`config.mk`:
```
export PLATFORM = sky130hd
export DESIGN_NAME = onehot_stim_gen
export DESIGN_NICKNAME = d
export VERILOG_FILES = /design/src/rtl/onehot_stim_pkg.sv /design/src/rtl/stim_phase_timer.sv /design/src/rtl/onehot_stim_gen.sv
export SDC_FILE = /design/constraint.sdc
export NUM_CORES = 1
export LEC_CHECK = 0
export ABC_AREA = 1
export ABC_CLOCK_PERIOD_IN_PS = 2000
export CAP_MARGIN = 30
export CORE_UTILIZATION = 23
export DETAILED_ROUTE_END_ITERATION = 16
export GPL_ROUTABILITY_DRIVEN = 0
export PLACE_DENSITY_LB_ADDON = 0.2
export SLEW_MARGIN = 25
export SYNTH_ARGS = -nofsm -noshare
export SYNTH_HDL_FRONTEND = slang
export SYNTH_SLANG_ARGS = --single-unit
```
`constraint.sdc`:
```
create_clock -name clk -period 2 [get_ports clk]
set_clock_uncertainty 0.15 [all_clocks]
set_input_delay 0.4 -clock clk [delete_from_list [all_inputs] [get_ports clk]]
set_output_delay 0.4 -clock clk [all_outputs]
set_load 0.02 [all_outputs]
```
`src/rtl/onehot_stim_pkg.sv`:
```
// Shared definitions for the one-hot stimulus generator: state encoding,
// default timing constants and elaboration-time helpers.
package onehot_stim_pkg;

   localparam int DEF_WIDTH  = 4;
   localparam int DEF_HOLD   = 10;
   localparam int DEF_SETTLE = 10;
   localparam int DEF_DWELL  = 10;

   typedef enum logic [2:0] {
      ST_IDLE   = 3'd0,
      ST_HOLD   = 3'd1,
      ST_SETTLE = 3'd2,
      ST_STEP   = 3'd3,
      ST_DONE   = 3'd4
   } state_t;

   function automatic int clog2(input int value);
      int r;
      r = 0;
      while ((1 << r) < value) r = r + 1;
      return r;
   endfunction

   function automatic int max3(input int a, input int b, input int c);
      int m;
      m = (a > b) ? a : b;
      return (m > c) ? m : c;
   endfunction

endpackage

```
`src/rtl/stim_phase_timer.sv`:
```
// Loadable down-counter; tc is high while the count sits at zero, i.e. during
// the last cycle of a phase that was loaded with (length - 1).
module stim_phase_timer #(
   parameter int CNT_W = 4
) (
   input  logic             clk,
   input  logic             reset,
   input  logic             load,
   input  logic [CNT_W-1:0] load_val,
   output logic             tc
);

   logic [CNT_W-1:0] count;

   always_ff @(posedge clk) begin
      if (!reset) begin
         count <= '0;
      end else if (load) begin
         count <= load_val;
      end else if (count != '0) begin
         count <= count - CNT_W'(1);
      end
   end

   assign tc = (count == '0);

endmodule

```
`src/rtl/onehot_stim_gen.sv`:
```
// Drives a reset pulse and a walking one-hot pattern into a downstream FSM,
// captures its response at the end of each dwell and flags any mismatch.
module onehot_stim_gen
   import onehot_stim_pkg::*;
#(
   parameter int WIDTH  = DEF_WIDTH,
   parameter int HOLD   = DEF_HOLD,
   parameter int SETTLE = DEF_SETTLE,
   parameter int DWELL  = DEF_DWELL,
   localparam int IDX_W = (WIDTH > 1) ? clog2(WIDTH) : 1,
   localparam int CAP_W = WIDTH * WIDTH
) (
   input  logic             clk,
   input  logic             reset,
   input  logic             start,
   input  logic             abort,
   input  logic [WIDTH-1:0] resp_outputs,
   input  logic [CAP_W-1:0] exp_capture,
   output logic             stim_reset,
   output logic [WIDTH-1:0] stim_inputs,
   output logic             busy,
   output logic             done,
   output logic [IDX_W-1:0] step_idx,
   output logic [CAP_W-1:0] capture,
   output logic             mismatch
);

   localparam int CNT_W = clog2(max3(HOLD, SETTLE, DWELL) + 1);
   localparam logic [WIDTH-1:0] ONE_HOT0 = WIDTH'(1);
   localparam logic [IDX_W-1:0] LAST_IDX = IDX_W'(WIDTH - 1);

   state_t             state, state_nxt;
   logic [IDX_W-1:0]   step_nxt;
   logic [CAP_W-1:0]   cap_nxt;
   logic               mm_nxt;
   logic               tmr_load;
   logic [CNT_W-1:0]   tmr_val;
   logic               tmr_tc;

   stim_phase_timer #(
      .CNT_W(CNT_W)
   ) u_timer (
      .clk     (clk),
      .reset   (reset),
      .load    (tmr_load),
      .load_val(tmr_val),
      .tc      (tmr_tc)
   );

   // Phases are loaded with (length - 1) so tc marks their final cycle.
   always_comb begin
      state_nxt = state;
      step_nxt  = step_idx;
      cap_nxt   = capture;
      mm_nxt    = mismatch;
      tmr_load  = 1'b0;
      tmr_val   = '0;
      case (state)
         ST_IDLE: begin
            if (start && !abort) begin
               state_nxt = ST_HOLD;
               tmr_load  = 1'b1;
               tmr_val   = CNT_W'(HOLD - 1);
               step_nxt  = '0;
               cap_nxt   = '0;
               mm_nxt    = 1'b0;
            end
         end
         ST_HOLD: begin
            if (abort) begin
               state_nxt = ST_IDLE;
            end else if (tmr_tc) begin
               state_nxt = ST_SETTLE;
               tmr_load  = 1'b1;
               tmr_val   = CNT_W'(SETTLE - 1);
            end
         end
         ST_SETTLE: begin
            if (abort) begin
               state_nxt = ST_IDLE;
            end else if (tmr_tc) begin
               state_nxt = ST_STEP;
               tmr_load  = 1'b1;
               tmr_val   = CNT_W'(DWELL - 1);
               step_nxt  = '0;
            end
         end
         ST_STEP: begin
            if (abort) begin
               state_nxt = ST_IDLE;
            end else if (tmr_tc) begin
               cap_nxt[int'(step_idx)*WIDTH +: WIDTH] = resp_outputs;
               if (step_idx == LAST_IDX) begin
                  // Compare against the capture including the slice just taken,
                  // so mismatch is valid in the same cycle as done.
                  state_nxt = ST_DONE;
                  mm_nxt    = (cap_nxt != exp_capture);
               end else begin
                  step_nxt = step_idx + IDX_W'(1);
                  tmr_load = 1'b1;
                  tmr_val  = CNT_W'(DWELL - 1);
               end
            end
         end
         ST_DONE: begin
            state_nxt = ST_IDLE;
         end
         default: begin
            state_nxt = ST_IDLE;
         end
      endcase
   end

   // Outputs are decoded from next-state values and registered.
   always_ff @(posedge clk) begin
      if (!reset) begin
         state       <= ST_IDLE;
         stim_reset  <= 1'b0;
         stim_inputs <= '0;
         busy        <= 1'b0;
         done        <= 1'b0;
         step_idx    <= '0;
         capture     <= '0;
         mismatch    <= 1'b0;
      end else begin
         state       <= state_nxt;
         stim_reset  <= (state_nxt == ST_HOLD);
         stim_inputs <= (state_nxt == ST_STEP) ? (ONE_HOT0 << step_nxt) : '0;
         busy        <= (state_nxt == ST_HOLD) || (state_nxt == ST_SETTLE) ||
                        (state_nxt == ST_STEP);
         done        <= (state_nxt == ST_DONE);
         step_idx    <= step_nxt;
         capture     <= cap_nxt;
         mismatch    <= mm_nxt;
      end
   end

endmodule

```
# Word-level counts from Yosys, hierarchy flattened
# Cells that the tools add are included.
# totals
ff_bits	33
latchBits	0
ram_bits	0
rom_bits	0
inputBits	24
out_inout_bits	26
elab_cells	83
n_memories	0
# op_classes
add_sub_neg	3
mul	0
div	0
order_cmp	0
eq_ne	13
shift	3
n_mux	42
bitwise	0
n_reduce_logical	13
# op_table
operator	n
$mux 16	3
$neg 4->33	1
$shift 4x33->16 const A	1
$shiftx 4x33->16	1
$mux 4	8
$pmux 16 s2	1
$mux 3	8
$bwmux 16	1
$ne 16x16->1	1
$eq 3x2->1 const B	4
$mux 2	6
$pmux 3 s4	1
$pmux 4 s3	1
$mux 1	10
$ne 2x2->1 const B	4
$eq 3x1->1 const B	2
$pmux 2 s3	1
$reduce_and 5->1	1
$logic_not 4->1	1
$reduce_and 4->1	1
$reduce_bool 2->1	2
$reduce_bool 4->1	1
$shl 1x2->4 const A	1
$sub 4x1->4 const B	1
11 further kinds	12

# Longest topological paths before layout
# logic_depth
word_depth	8
ltp_mapped	15
mapped_depth_nobuf	14

# Modules after synthesis
# A second synthesis with hierarchy kept.
# hier_totals
cells_unflattened	351
hier_area_um2	2142.1
# by_module_without_submodules
mod	n_inst	cells_each	area_per_inst_um2	seq_area_each_um2
onehot_stim_gen	1	311	1894.3	580.6
stim_phase_timer	1	40	247.7	80.1

# Worst setup path before layout
# OpenSTA, ideal clock, no wires.
# synth_path
path_kind	reg2reg
start	register step_idx[0]
end	register mismatch
setup_time_ns	0.117
arrival_ns	1.929
t_required_ns	1.733
slack_ns	-0.196
stages_incl_launch_ff	14
n_path_buf	1
period_less_slack_ns	2.196
cell_sequence	dfxtp_1 buf_6 inv_1 ha_1 nor2_1 nand3_1 nand2_1 nand2_1 nand2_1 nand2_1 nor2_1 nand2_1 nor2_1 a21oi_1
# synth_via
elab_chain_cells	8
word_cells_on_any_way	12
classes_between	1 x add/sub; 3 x eq/ne; 2 x shift; 5 x mux; 1 x reduce/logical
# synth_lines
item	line_no	source
start: declaration	onehot_stim_gen.sv:23	output logic [IDX_W-1:0] step_idx,
start signal: assignment	onehot_stim_gen.sv:132	step_idx <= step_nxt;
$neg 4->33	onehot_stim_gen.sv:92	cap_nxt[int'(step_idx)*WIDTH +: WIDTH] = resp_outputs;
$shiftx 4x33->16 or $shift 4x33->16 (tied branches)	onehot_stim_gen.sv:92	
$bwmux 16	onehot_stim_gen.sv:92	
$ne 16x16->1	onehot_stim_gen.sv:97	mm_nxt = (cap_nxt != exp_capture);
$mux 1	onehot_stim_gen.sv:93	if (step_idx == LAST_IDX) begin
$mux 1	onehot_stim_gen.sv:91	end else if (tmr_tc) begin
$mux 1	onehot_stim_gen.sv:89	if (abort) begin
$pmux 1 s2	onehot_stim_gen.sv:58	case (state)
end signal: assignment	onehot_stim_gen.sv:134	mismatch <= mm_nxt;
end: declaration	onehot_stim_gen.sv:25	output logic mismatch
# Parallel ways exist; a longest one is shown, timed or not. The select of a mux whose other input is x is not followed.
# A chain may end at the register's enable or synchronous reset.

# Worst setup path in the final report
# layout_path
start	register step_idx[1]
end	output port step_idx[1]
# No word-level cell between the ends.

==> results summary <==
The flow ran to the end, and the final reports show no timing, DRC or antenna violations. The fraction of registers with async set or reset after synthesis came out at 0. In this run the static leakage power is ~1.4 nW. The clock sink count came out at 33. The mean instance size in the synthesized netlist is around 6.6 um2.

The count of boundary I/O pins came out at 50. Sorting the synthesized cells by area gives the leading types as sky130_fd_sc_hd__dfxtp_1, sky130_fd_sc_hd__nand2_1, sky130_fd_sc_hd__nand3_1, sky130_fd_sc_hd__inv_1, sky130_fd_sc_hd__nor2_1. The flip-flop cell with the highest count after synthesis is sky130_fd_sc_hd__dfxtp_1.

For met1 alone, demand over resource in global routing was 0.171. The smallest clock period supported by the final layout is computed as between 1.5 and 2 ns. After detailed routing, the number of vias per cell comes to ~4.3.

The HPWL after detailed placement is 4.97 mm. The arrival time of the worst setup path is 1.36 ns. The floorplan core area is roughly 0.0092 mm2. The min-delay analysis places its worst path in the category reg2reg. The fraction of power spent switching nets came out at 0.360. The worst setup path is captured at an output port. The number of buffers created by CTS is 5. The clock latency reported for the late side of the worst-skew pair is 0.28 ns. The fraction of layout instances using a drive strength above 1 is 0.170. The maximum fanout along the worst path is 4. The synthesized netlist net count is between 300 and 400. After routing the design area is a little over 0.003 mm2. The gate count after technology mapping came out at 332.

Derived from the worst setup path, the maximum achievable clock frequency is about 520 MHz. The floorplan step defined a die boundary enclosing 0.00988 mm2. The global routing stage identified its most utilized layer as met2. The number of flops mapped to enable cells by yosys is 0. The peak supply drop is around 0.3 mV.

The sequential share of power is 0.379. The DRC violations left came out at 0. The width of the chip is approximately 99 um. The largest net degree at the start of global routing is 16. The slew at the pin closest to its max-slew limit is ~0.36 ns. The count of placed standard cells including taps is between 500 and 600. The routing usage on met2 came out at 0.230. Buffers inserted to repair hold after CTS numbered 0. The remaining number of nets flagged by the antenna check after routing came out at 0.

The CTS H-tree depth came out at 2. The final-report hold violation count is 0. The global-route track usage on met3 is 0.0267. The summed instance area of the synthesized netlist is 0.00218 mm2. The switching power came out at a little over 700 uW. The number of storage elements in the synthesis netlist came out at 33. The length of the first detailed-routing pass in iterations came out at 4. The register area share after synthesis came out at 0.303.

The root buffer selected by CTS is sky130_fd_sc_hd__clkbuf_8. Clock-pin slew was measured on the worst setup and hold paths at 0.07 ns. The final layout net count is ~430. The number of pins exceeding their max-slew limit in the final report came to 0. The number of warnings reported in the yosys synthesis log is 0. The total via count in the routed design is around 2200.

The average wire per cell in the routed design is between 10 and 15 um. For this run the aggregate overflow at the end of global routing stands at 0. The starting utilization of the core area is 0.237. The detailed-route wire length is between 6 and 7 mm. The launch point of the worst hold path is capture[13]. The data required time at the worst endpoint is about 1.5 ns. 0 antenna diodes ended up in the layout. The placement row count is 35.

The headroom to the max-slew limit is 0.761. The clock network fraction of total power came out at 0.245. The top cell type by total area after synthesis is sky130_fd_sc_hd__dfxtp_1. The critical path launch point type is a flip-flop. The number of port buffers is 49. Tracing the worst setup path back leads to its startpoint at step_idx[1]. Setup repair after global routing left no endpoint under its margin. The vertical die dimension came out at ~99 um.

The number of standard cells in the layout, taps in and fillers out came out at 512. The total track usage came out at 0.134. The fraction of power consumed by combinational cells came out at 0.375.

The internal portion of the total power is approximately 1.3 mW. The number of distinct library cells after synthesis is 34. No sink is reached through more buffers than the 2 on the longest clock path. The reg-to-reg critical path startpoint is step_idx[1]. The number of DRC markers in iteration 0 came out at 76. The number of global-route vias before repair is between 2000 and 2500.

TritonCTS built the clock tree. The share of Yosys cell area claimed by the top area cell type is 0.303. The utilization after layout came out at 0.329.

The number of max-cap violations came out at 0. The signed area change from the synthesized netlist to the final layout came out at 38.8%. The post-placement cell area came out at 0.00293 mm2. The share of the cycle needed by the critical path after routing is 0.957. The number of antenna violations at the first check in global routing was 0. The critical path is of the reg2out type. For this design the ratio of total power to cell area is between 600 and 700 mW/mm2.

Setup violations remaining at the end of the flow were counted as 0. The first global-routing pass estimated 10.4 mm of wire.
-- cells in the final DEF (no fill, tap or decap), drive strengths merged --
cell type      count
a21boi             1
a21oi             23
buf               19
clkbuf             6
clkdlybuf4s50     48
clkinv             2
dfxtp             33
dlygate4sd2        1
ha                 8
inv               46
nand2            112
nand3             41
nand3b             4
nand4              2
nor2              32
nor3               3
nor4               1
o211ai             1
o21ai             11
o221ai             1
o22ai              2
or2                1
xnor2              1
xor2               2
-- stage by stage --
stage | TNS [ns] | worst slack (ns) | hold WS, ns | power (mW)
global route | 0 | 0.0154 | 0.360 | 2.14
CTS | 0 | 0.0232 | 0.339 | 2.04
global placement | -0.0568 | -0.0568 | 0.328 | 1.53
detailed placement | -0.0946 | -0.0946 | 0.328 | 1.53
finish | 0 | 0.0860 | 0.340 | 2.00
floorplan | 0 | 0.0337 | 0.373 | 1.31
-- flip-flops by register name, summed over array words and instances, names as in the netlist --
register and count:
capture 16, stim_inputs 4, u_timer.count 4, state 3
step_idx 2, busy 1, done 1, mismatch 1
stim_reset 1
-- cells in the mapped netlist, drive strengths merged (3+ instances only) --
master,n
a21oi,23
nor2,32
ha,8
nand2,112
nor3,3
nand3,41
nand3b,4
o21ai,11
buf,5
dfxtp,33
inv,46
-- critical path, cell delays in order, from the launching register on --
cell                              delay (ns)
sky130_fd_sc_hd__dfxtp_1                0.34
sky130_fd_sc_hd__buf_4                  0.14
sky130_fd_sc_hd__clkdlybuf4s50_1        0.60
-- timing repair --
action / in CTS / in global routing
setup endpoints to repair: 1 / 1
setup buffers: 0 / 0
resized for setup: 1 / 6
-- worst paths after layout --
path                      end  slack, ns  depth (start not counted)
setup / recovery  step_idx[1]       0.09                          2
hold / removal    capture[13]       0.34                          2
setup reg to reg     mismatch       0.18                         11
hold reg to reg   capture[13]       0.34                          2
-- kinds of logic after synthesis --
kind of cell,after synthesis,share of synthesized area
xor+xnor,3,0.0121
compound gates,39,0.116
buf+inv,53,0.108
simple gates,196,0.415
fa+ha+maj,8,0.0459
flops,33,0.303
-- metal layers --
metal  wire, um  vias up  share of wire
li1           -     1189              -
met1       2980      978           0.48
met2       2850       52           0.46
met3        272        8          0.044
met4         60        0         0.0097
met5          0        -              0
-- cell type report --
class	count	area (um2)
Fill cell	1025	6170
Multi-Input combinational cell	246	1310
Tap cell	111	139
Clock buffer	6	72.6
Clock inverter	2	10.0
Timing Repair Buffer	68	657
Inverter	46	175
Sequential cell	33	662
-- power groups by stage --
stage	Combinational [mW]	Sequential [mW]	Clock, mW
floorplan	0.513	0.797	0
CTS	0.764	0.761	0.518
global placement	0.759	0.774	0
finish	0.751	0.759	0.491
detailed placement	0.757	0.775	0
global route	0.836	0.767	0.541
No activity file was read; power rests on OpenSTA's default activity.
